===== src/rtl/ladder_row_reader_if.sv =====
// Bus between the ladder sprite row reader and its surroundings
// (video timing, sprite ROM, pixel mixer).
//
// Handshake semantics: there is no valid/ready pair on this bus. line_start
// and pixel_ce are single-Clk strobes with no backpressure. next_y/ladder_x/
// ladder_y are meaningful only while line_start=1, and draw_x only while
// pixel_ce=1. rom_data is a combinational function of rom_addr and is
// consumed exactly once per line, in the cycle after rom_addr is loaded.
// busy, ladder_on, rom_addr and state are registered (busy is decoded from
// the registered state).
interface ladder_row_reader_if #(
  parameter int SPRITE_W = 14
);
  logic                line_start;
  logic [9:0]          next_y;
  logic [9:0]          ladder_x;
  logic [9:0]          ladder_y;
  logic                pixel_ce;
  logic [9:0]          draw_x;
  logic [5:0]          rom_addr;
  logic [SPRITE_W-1:0] rom_data;
  logic                ladder_on;
  logic                busy;
  logic [2:0]          state;    // debug view of the row-reader FSM

  // Stimulus side: video timing plus the sprite ROM.
  modport master (
    output line_start, next_y, ladder_x, ladder_y, pixel_ce, draw_x, rom_data,
    input  rom_addr, ladder_on, busy, state
  );

  // Row reader side.
  modport slave (
    input  line_start, next_y, ladder_x, ladder_y, pixel_ce, draw_x, rom_data,
    output rom_addr, ladder_on, busy, state
  );
endinterface


===== src/rtl/ladder_row_reader.sv =====
// Ladder sprite row reader: during hblank it fetches one sprite row from the
// ROM, then serialises it MSB-first onto ladder_on, starting at the pixel
// whose column equals the sprite's left edge.
module ladder_row_reader #(
  parameter int SPRITE_W = 14,
  parameter int SPRITE_H = 50
) (
  input logic              Clk,
  input logic              Reset,
  ladder_row_reader_if.slave bus
);
  localparam int COL_W = $clog2(SPRITE_W + 1);

  typedef enum logic [2:0] {
    IDLE  = 3'd0,
    ADDR  = 3'd1,
    LATCH = 3'd2,
    ARMED = 3'd3,
    SHIFT = 3'd4
  } state_t;

  state_t              state_q, state_d;
  logic [5:0]          row_q, row_d;
  logic [9:0]          x_q, x_d;
  logic [5:0]          rom_addr_q, rom_addr_d;
  logic [SPRITE_W-1:0] bits_q, bits_d;
  logic [COL_W-1:0]    col_q, col_d;
  logic                on_q, on_d;
  logic                busy;

  // Row offset at 11 bits so that next_y < ladder_y shows up as bit 10 set.
  logic [10:0]         row_calc;
  logic                row_ok;
  logic                x_hit;
  logic [SPRITE_W-1:0] bits_shifted;
  logic                col_done;

  assign row_calc     = {1'b0, bus.next_y} - {1'b0, bus.ladder_y};
  assign row_ok       = ~row_calc[10] && (row_calc < 11'(SPRITE_H));
  assign x_hit        = bus.pixel_ce && (bus.draw_x == x_q);
  // Bit to emit is always the MSB of the row shifted left by the column.
  assign bits_shifted = bits_q << col_q;
  assign col_done     = (col_q == COL_W'(SPRITE_W));

  // State register.
  always_ff @(posedge Clk or posedge Reset) begin
    if (Reset) state_q <= IDLE;
    else       state_q <= state_d;
  end

  // Next-state logic; line_start overrides whatever the FSM is doing.
  always_comb begin
    state_d = state_q;
    if (bus.line_start) begin
      state_d = row_ok ? ADDR : IDLE;
    end else begin
      case (state_q)
        IDLE:    state_d = IDLE;
        ADDR:    state_d = LATCH;
        LATCH:   state_d = ARMED;
        ARMED:   if (x_hit) state_d = SHIFT;
        SHIFT:   if (bus.pixel_ce && col_done) state_d = IDLE;
        default: state_d = IDLE;
      endcase
    end
  end

  // Datapath next values: line latch, ROM address, row capture, serialiser.
  always_comb begin
    row_d      = row_q;
    x_d        = x_q;
    rom_addr_d = rom_addr_q;
    bits_d     = bits_q;
    col_d      = col_q;
    on_d       = on_q;
    if (bus.line_start) begin
      row_d = row_calc[5:0];
      x_d   = bus.ladder_x;
      col_d = '0;
      on_d  = 1'b0;
    end else begin
      case (state_q)
        ADDR:  rom_addr_d = row_q;
        LATCH: bits_d     = bus.rom_data;
        ARMED: begin
          if (x_hit) begin
            on_d  = bits_q[SPRITE_W-1];
            col_d = COL_W'(1);
          end
        end
        SHIFT: begin
          if (bus.pixel_ce) begin
            if (col_done) begin
              on_d  = 1'b0;
              col_d = '0;
            end else begin
              on_d  = bits_shifted[SPRITE_W-1];
              col_d = col_q + COL_W'(1);
            end
          end
        end
        default: ;
      endcase
    end
  end

  // Datapath registers.
  always_ff @(posedge Clk or posedge Reset) begin
    if (Reset) begin
      row_q      <= '0;
      x_q        <= '0;
      rom_addr_q <= '0;
      bits_q     <= '0;
      col_q      <= '0;
      on_q       <= 1'b0;
    end else begin
      row_q      <= row_d;
      x_q        <= x_d;
      rom_addr_q <= rom_addr_d;
      bits_q     <= bits_d;
      col_q      <= col_d;
      on_q       <= on_d;
    end
  end

  // Outputs decoded from registered state.
  always_comb begin
    busy = (state_q == ADDR) || (state_q == LATCH);
  end

  assign bus.busy      = busy;
  assign bus.rom_addr  = rom_addr_q;
  assign bus.ladder_on = on_q;
  assign bus.state     = state_q;

endmodule


===== src/flat_wrapper.sv =====
// flat-port wrapper written by rule: the top's interface ports become plain ports
module ladder_row_reader_flat 
#(
  parameter int SPRITE_W = 14,
  parameter int SPRITE_H = 50
)
  (Clk, Reset, bus_line_start, bus_next_y, bus_ladder_x, bus_ladder_y, bus_pixel_ce, bus_draw_x, bus_rom_data, bus_rom_addr, bus_ladder_on, bus_busy, bus_state);
  ladder_row_reader_if #(.SPRITE_W(SPRITE_W)) bus_i ();
  input logic Clk;
  input logic Reset;
  input wire logic [$bits(bus_i.line_start)-1:0] bus_line_start;
  input wire logic [$bits(bus_i.next_y)-1:0] bus_next_y;
  input wire logic [$bits(bus_i.ladder_x)-1:0] bus_ladder_x;
  input wire logic [$bits(bus_i.ladder_y)-1:0] bus_ladder_y;
  input wire logic [$bits(bus_i.pixel_ce)-1:0] bus_pixel_ce;
  input wire logic [$bits(bus_i.draw_x)-1:0] bus_draw_x;
  input wire logic [$bits(bus_i.rom_data)-1:0] bus_rom_data;
  output wire logic [$bits(bus_i.rom_addr)-1:0] bus_rom_addr;
  output wire logic [$bits(bus_i.ladder_on)-1:0] bus_ladder_on;
  output wire logic [$bits(bus_i.busy)-1:0] bus_busy;
  output wire logic [$bits(bus_i.state)-1:0] bus_state;
  assign bus_i.line_start = bus_line_start;
  assign bus_i.next_y = bus_next_y;
  assign bus_i.ladder_x = bus_ladder_x;
  assign bus_i.ladder_y = bus_ladder_y;
  assign bus_i.pixel_ce = bus_pixel_ce;
  assign bus_i.draw_x = bus_draw_x;
  assign bus_i.rom_data = bus_rom_data;
  assign bus_rom_addr = bus_i.rom_addr;
  assign bus_ladder_on = bus_i.ladder_on;
  assign bus_busy = bus_i.busy;
  assign bus_state = bus_i.state;
  ladder_row_reader #(.SPRITE_W(SPRITE_W), .SPRITE_H(SPRITE_H)) u_core (.Clk(Clk), .Reset(Reset), .bus(bus_i));
endmodule

===== config.mk =====
export PLATFORM = sky130hd
export DESIGN_NAME = ladder_row_reader_flat
export DESIGN_NICKNAME = d
export VERILOG_FILES = /design/src/rtl/ladder_row_reader_if.sv /design/src/rtl/ladder_row_reader.sv /design/src/flat_wrapper.sv
export SDC_FILE = /design/constraint.sdc
export NUM_CORES = 1
export LEC_CHECK = 0
export CAP_MARGIN = 5
export CELL_PAD_IN_SITES_DETAIL_PLACEMENT = 2
export CELL_PAD_IN_SITES_GLOBAL_PLACEMENT = 2
export CORE_UTILIZATION = 30
export DETAILED_ROUTE_END_ITERATION = 7
export PLACE_DENSITY = 0.86
export SETUP_SLACK_MARGIN = 0.15
export SLEW_MARGIN = 20
export SYNTH_ARGS = -nofsm -noshare
export SYNTH_HDL_FRONTEND = slang
export SYNTH_SLANG_ARGS = --single-unit

===== constraint.sdc =====
create_clock -name Clk -period 2.6 [get_ports Clk]
set_input_delay 0.52 -clock Clk [delete_from_list [all_inputs] [get_ports Clk]]
set_output_delay 0.52 -clock Clk [all_outputs]
set_load 0.05 [all_outputs]

==> impl_metrics.env, run 1 <==
export IMPL_place_congestion=0.728
export IMPL_grt_max_degree=45
export IMPL_ys_ff_latch=44
export IMPL_grt_pass1_wl_mm=12.3
export IMPL_stdcell_count=412
export IMPL_ys_types=45
export IMPL_hold_start="u_core.bus.ladder_on"
export IMPL_critPathTopFamily="simple AND/OR/NAND/NOR gates"
export IMPL_dieHeight_um=93.2
export IMPL_synth_edff_count=0
export IMPL_cp_max_fo=2
export IMPL_synthTopCellsByArea="dfrtp_1, mux2_1, mux2_2"
export IMPL_cts_buffers_inserted=5
export IMPL_pwr_share_clk=0.308
export IMPL_cp_num_buf_inv=1
export IMPL_critical_path_class="input pin to register"
export IMPL_drive_above_1_share=0.229
export IMPL_antenna_found_initial=0
export IMPL_status="completed"
export IMPL_final_nets=380
export IMPL_antenna_cells=0
export IMPL_wl_per_cell_um=18.2
export IMPL_postRouteAntennaNets=0
export IMPL_synth_async_sr_flop_share=1.00
export IMPL_r2r_slack_ns=0.47
export IMPL_crit_path_start_kind="input pin"
export IMPL_area_growth_synth_to_final_pct=47.1
export IMPL_p_leak_nw=1.63
export IMPL_synthFlopType="dfrtp_1"
export IMPL_seqPwrFrac=0.389
export IMPL_whs_ns=0.487
export IMPL_ioPinCount=69
export IMPL_setup_ws_ns=0.232
export IMPL_slew_headroom=0.624
export IMPL_synth_area_per_cell_um2=11.5
export IMPL_cts_sinks=44
export IMPL_synth_nets=288
export IMPL_die_area_um2=8680
export IMPL_p_sw_frac=0.292
export IMPL_dp_hpwl_mm=5.59
export IMPL_dp_slack_ns=-0.397
export IMPL_setup_violations=0
export IMPL_finalHoldViolations=0
export IMPL_yosys_area_top_type="dfrtp_1"
export IMPL_io_buffers=68
export IMPL_cts_root_buffer="clkbuf_8"
export IMPL_arrival_ns=2.58
export IMPL_p_sw_w=0.000684
export IMPL_fin_area_um2=3670
export IMPL_num_vias=2083
export IMPL_drt_first_pass_iters=4
export IMPL_synth_yosys_seq_area_share=0.442
export IMPL_power_frac_comb=0.303
export IMPL_clk_latency_ns=0.30
export IMPL_grt_pass1_vias=2331
export IMPL_p_per_area_nw_per_um2=639
export IMPL_max_cap_violations=0
export IMPL_die_x_um=93.2
export IMPL_syn_area_um2=2490
export IMPL_fin_crit_ns=2.37
export IMPL_place_area_um2=3430
export IMPL_grt_setup_unrepaired="true"
export IMPL_fin_skew_ns=0.00969
export IMPL_drcViolationCount=0
export IMPL_fmax_mhz=422
export IMPL_cp_startpoint="bus_next_y[4]"
export IMPL_r2r_start="u_core.col_q[0]"
export IMPL_routed_wl_mm=7.50
export IMPL_synthTopCellsByCount="dfrtp_1, mux2_1, inv_1"
export IMPL_clk_pin_slew_worst_paths_ns=0.09
export IMPL_synth_top_cell_area_share=0.442
export IMPL_cts_tree="done"
export IMPL_critPathRequiredTime_ns=2.81
export IMPL_worstSetupEndpointType="register"
export IMPL_worst_slew_pin_slew_ns=0.563
export IMPL_min_period_over_period=0.911
export IMPL_p_int_w=0.00166
export IMPL_drt_initial_drc_count=39
export IMPL_gr_total_overflow=0
export IMPL_ys_warn_count=0
export IMPL_postLayoutCoreUtil=0.465
export IMPL_htree_levels=2
export IMPL_clock_path_buffers=2
export IMPL_cpPeakStageDelay_ns=0.54
export IMPL_crit_chain="clkdlybuf4s50_1 > ha_2 > or4_4 > o22ai_2 > mux2i_1 > or4_1 > o31ai_2"
export IMPL_slowest_stage="or4_1"
export IMPL_hold_class="register to register"
export IMPL_postCtsHoldBufs=0
export IMPL_synthCells=217
export IMPL_vdd_drop_max_mv=0.252
export IMPL_grtUsageTotal=0.185
export IMPL_core_rowCount=32
export IMPL_initial_core_util=0.316
export IMPL_dp_cells=402
export IMPL_core_area_um2=7890
export IMPL_drv_slew=0
export IMPL_via_per_inst=5.06
export IMPL_synth_most_common_cell="dfrtp_1"
[metal layers]
layer	vias up	global-route usage	routed length (um)
met2	51	0.360	4140
met5	-	0	0
li1	970	-	-
met4	0	0.0474	86
met3	6	0.0163	233
met1	1056	0.215	3040
[registers in the layout, summed over array words and instances, names as in the netlist]
signal	flops
u_core.bus.rom_addr	6
u_core.bits_q	14
u_core.bus.ladder_on	1
u_core.x_q	10
u_core.row_q	6
u_core.bus.state	3
u_core.col_q	4
[repair_timing]
item | CTS | global route
resized for setup | 22 | 4
gates cloned | 0 | 0
pin swaps | 12 | 2
buffers inserted | 2 | 0
endpoints found under the setup margin | 1 | 2
[stage by stage]
stage / power [W] / setup TNS, ns
after floorplan: 0.00131 / 0
after global placement: 0.00156 / -0.308
after detailed placement: 0.00162 / -0.487
after CTS: 0.00236 / 0
after global routing: 0.00245 / 0
final: 0.00234 / 0
[layout make-up]
cell class                      instances  area, um2
Clock buffer                            5       68.8
Clock inverter                          3       90.1
Fill cell                             804       4220
Tap cell                              102        128
Sequential cell                        44       1100
Multi-Input combinational cell        152       1380
Timing Repair Buffer                   90        842
Inverter                               16       60.1
[power by group through the flow]
stage / Sequential [W] / Clock [W] / Combinational [W]
3_3_place_gp: 0.000903 / 0 / 0.000659
6_report: 0.000911 / 0.000722 / 0.000711
4_1_cts: 0.000912 / 0.000732 / 0.000719
5_1_grt: 0.000927 / 0.000755 / 0.000768
3_5_place_dp: 0.000924 / 0 / 0.000697
2_1_floorplan: 0.00101 / 0 / 0.000295
[cells in the final DEF, fill, tap and decap left out, types with 4 or more instances in the layout]
cell type / n
a21oi_1: 9
buf_4: 22
clkbuf_8: 5
clkdlybuf4s50_1: 59
dfrtp_1: 44
dlygate4sd2_1: 7
ha_1: 7
inv_1: 12
inv_2: 4
mux2_1: 18
mux2_2: 15
mux4_2: 4
nand2_1: 5
nor2_1: 11
nor3_1: 6
o21ai_1: 5
o31ai_1: 4
xnor2_1: 12
[cell families after synthesis]
logic type | count (synthesis) | share of synthesized area
XOR/XNOR | 13 | 0.0457
flip-flops | 44 | 0.442
adder cells (fa/ha/maj) | 13 | 0.0682
buffers and inverters | 21 | 0.0321
AND/OR/NAND/NOR | 46 | 0.106
multiplexers | 40 | 0.197
AO/OA/AOI/OAI | 40 | 0.109
[worst paths after layout]
kind / to / cells past startpoint
min reg2reg: u_core.bus.ladder_on / 2
max in group asynchronous: u_core.bits_q[7] / 3
min in group asynchronous: u_core.bus.ladder_on / 3
max reg2reg: u_core.bus.ladder_on / 4
min: u_core.bus.ladder_on / 2
max: u_core.bus.state[0] / 7
[worst reg2reg max path: cells and delay by family (launching register included)]
kind	cells	cell delay, ns
flops	1	0.61
compound gates	1	0.09
mux	3	1.31
Power figures use the tool's default switching activity.
==> run 2, diff against run 1 <==
- CORE_MARGIN: default -> 3
==> run 2 against run 1 <==
Effect of this change: global-route usage fell by 2.3 points; final cell count up 1.7%; via count decreased by 0.24%; power down 9.7%; design area up 2.0%; flip-flop and latch count is the same; critical path type unchanged.
==> impl_metrics.env, run 2 (synthesis results as in run 1) <==
export IMPL_hold_class="register to register"
export IMPL_drv_slew=0
export IMPL_cpPeakStageDelay_ns=0.55
export IMPL_fin_skew_ns=0.00488
export IMPL_critPathRequiredTime_ns=2.82
export IMPL_fmax_mhz=399
export IMPL_slowest_stage="or4_4"
export IMPL_area_growth_synth_to_final_pct=50.1
export IMPL_hold_start="u_core.bits_q[6]"
export IMPL_slew_headroom=0.443
export IMPL_cp_num_buf_inv=2
export IMPL_die_area_um2=9440
export IMPL_max_cap_violations=0
export IMPL_io_buffers=68
export IMPL_cts_root_buffer="clkbuf_8"
export IMPL_final_nets=387
export IMPL_reg_top3="u_core.bits_q (14), u_core.x_q (10)"
export IMPL_crit_path_start_kind="input pin"
export IMPL_p_leak_nw=1.66
export IMPL_fin_crit_ns=2.51
export IMPL_core_area_um2=7890
export IMPL_cts_buffers_inserted=5
export IMPL_antenna_cells=0
export IMPL_layout_commonest_cell="clkdlybuf4s50_1"
export IMPL_cts_sinks=44
export IMPL_status="completed"
export IMPL_min_path_cells=1
export IMPL_core_rowCount=32
export IMPL_dp_hpwl_mm=5.85
export IMPL_regMostFlops="u_core.bits_q"
export IMPL_htree_levels=2
export IMPL_power_w=0.00211
export IMPL_crit_chain="clkdlybuf4s15_1 > ha_4 > fa_2 > nor2b_4 > o31a_1 > buf_6 > nor3_2 > a2bb2oi_2 > or4_4 > o31ai_4"
export IMPL_wl_per_cell_um=18.8
export IMPL_cp_max_fo=2
export IMPL_setup_violations=0
export IMPL_ff_latch_area_um2=1100
export IMPL_critPathTopFamily="simple AND/OR/NAND/NOR gates"
export IMPL_routed_wl_mm=7.89
export IMPL_nFillCells=792
export IMPL_postCtsHoldBufs=0
export IMPL_drt_initial_drc_count=66
export IMPL_crit_cells=10
export IMPL_via_per_inst=4.96
export IMPL_worstSetupEndpointType="register"
export IMPL_clk_latency_ns=0.30
export IMPL_min_period_over_period=0.964
export IMPL_drive_above_1_share=0.265
export IMPL_final_cell_mix="clkdlybuf4s50_1, dfrtp_1, buf_4"
export IMPL_die_x_um=97.2
export IMPL_cp_startpoint="bus_ladder_y[0]"
export IMPL_r2r_worst_path_cells=4
export IMPL_worst_slew_pin_slew_ns=0.835
export IMPL_grtUsageTotal=0.162
export IMPL_setup_ws_ns=0.0946
export IMPL_multi_input_area_um2=1460
export IMPL_drcViolationCount=0
export IMPL_ioPinCount=69
export IMPL_antenna_found_initial=0
export IMPL_postRouteAntennaNets=0
export IMPL_largest_register_ff_count=14
export IMPL_critical_path_class="input pin to register"
export IMPL_clk_pin_slew_worst_paths_ns=0.08
export IMPL_arrival_ns=2.72
export IMPL_dieHeight_um=97.2
export IMPL_r2r_start="u_core.col_q[0]"
export IMPL_initial_core_util=0.316
export IMPL_drt_first_pass_iters=4
export IMPL_grt_setup_unrepaired="false"
export IMPL_gr_total_overflow=0
export IMPL_dp_slack_ns=-0.441
export IMPL_place_congestion=0.767
export IMPL_num_vias=2078
export IMPL_finalHoldViolations=0
export IMPL_clock_path_buffers=2
export IMPL_vdd_drop_max_mv=0.213
export IMPL_p_per_area_nw_per_um2=565
export IMPL_grt_max_degree=41
export IMPL_cts_tree="done"
export IMPL_grt_pass1_wl_mm=12.5
export IMPL_grt_pass1_vias=2443
-- run 2: what timing repair did --
item / in CTS / in global routing
setup endpoints to repair: 2 / 1
pin swaps: 9 / 12
buffers inserted: 1 / 6
resized for setup: 22 / 23
-- run 2: through the flow --
step	cells	TNS, ns	hold WS [ns]	cell area, um2	util
finish	419	0	0.490	3740	0.474
global route	419	0	0.529	3740	0.474
CTS	413	0	0.484	3600	0.457
detailed placement	404	-0.550	0.466	3450	0.437
global placement	404	-0.306	0.457	3450	0.437
floorplan	217	0	0.444	2490	-
-- run 2: worst reg2reg max path, cell delays in order, from the launching register on --
cell,delay (ns)
dfrtp_1,0.58
mux4_2,0.57
mux4_2,0.48
mux2i_1,0.18
o31ai_1,0.09
-- run 2: area by class of cell --
cell class	count	share of cell area
repair buffers	97	0.242
inverters	16	0.0160
multi-input cells	152	0.390
clock buffers	8	0.0241
flip-flops and latches	44	0.294
well taps	102	0.0341
-- run 2: metal layers --
metal	track usage	vias up	routed length (um)
li1	-	987	-
met1	0.187	1039	3080
met2	0.307	45	4450
met3	0.0287	7	275
met4	0.0421	0	85
met5	0	-	0
-- run 2: worst paths after layout --
| check | slack, ns | to |
|---|---|---|
| worst max register to register | 0.59 | u_core.bus.ladder_on |
| max in group asynchronous | 1.33 | u_core.bits_q[3] |
| worst min register to register | 0.49 | u_core.bits_q[6] |
| min in group asynchronous | 0.70 | u_core.bus.rom_addr[1] |
| worst max-delay path | 0.09 | u_core.bus.state[0] |
| worst min-delay path | 0.49 | u_core.bits_q[6] |
-- run 2: report_power, final --
part	internal, W	leakage (nW)	switching, W
logic	0.000386	1.05	0.000370
clock network	0.000217	0.0455	0.000233
registers	0.000821	0.566	0.0000879
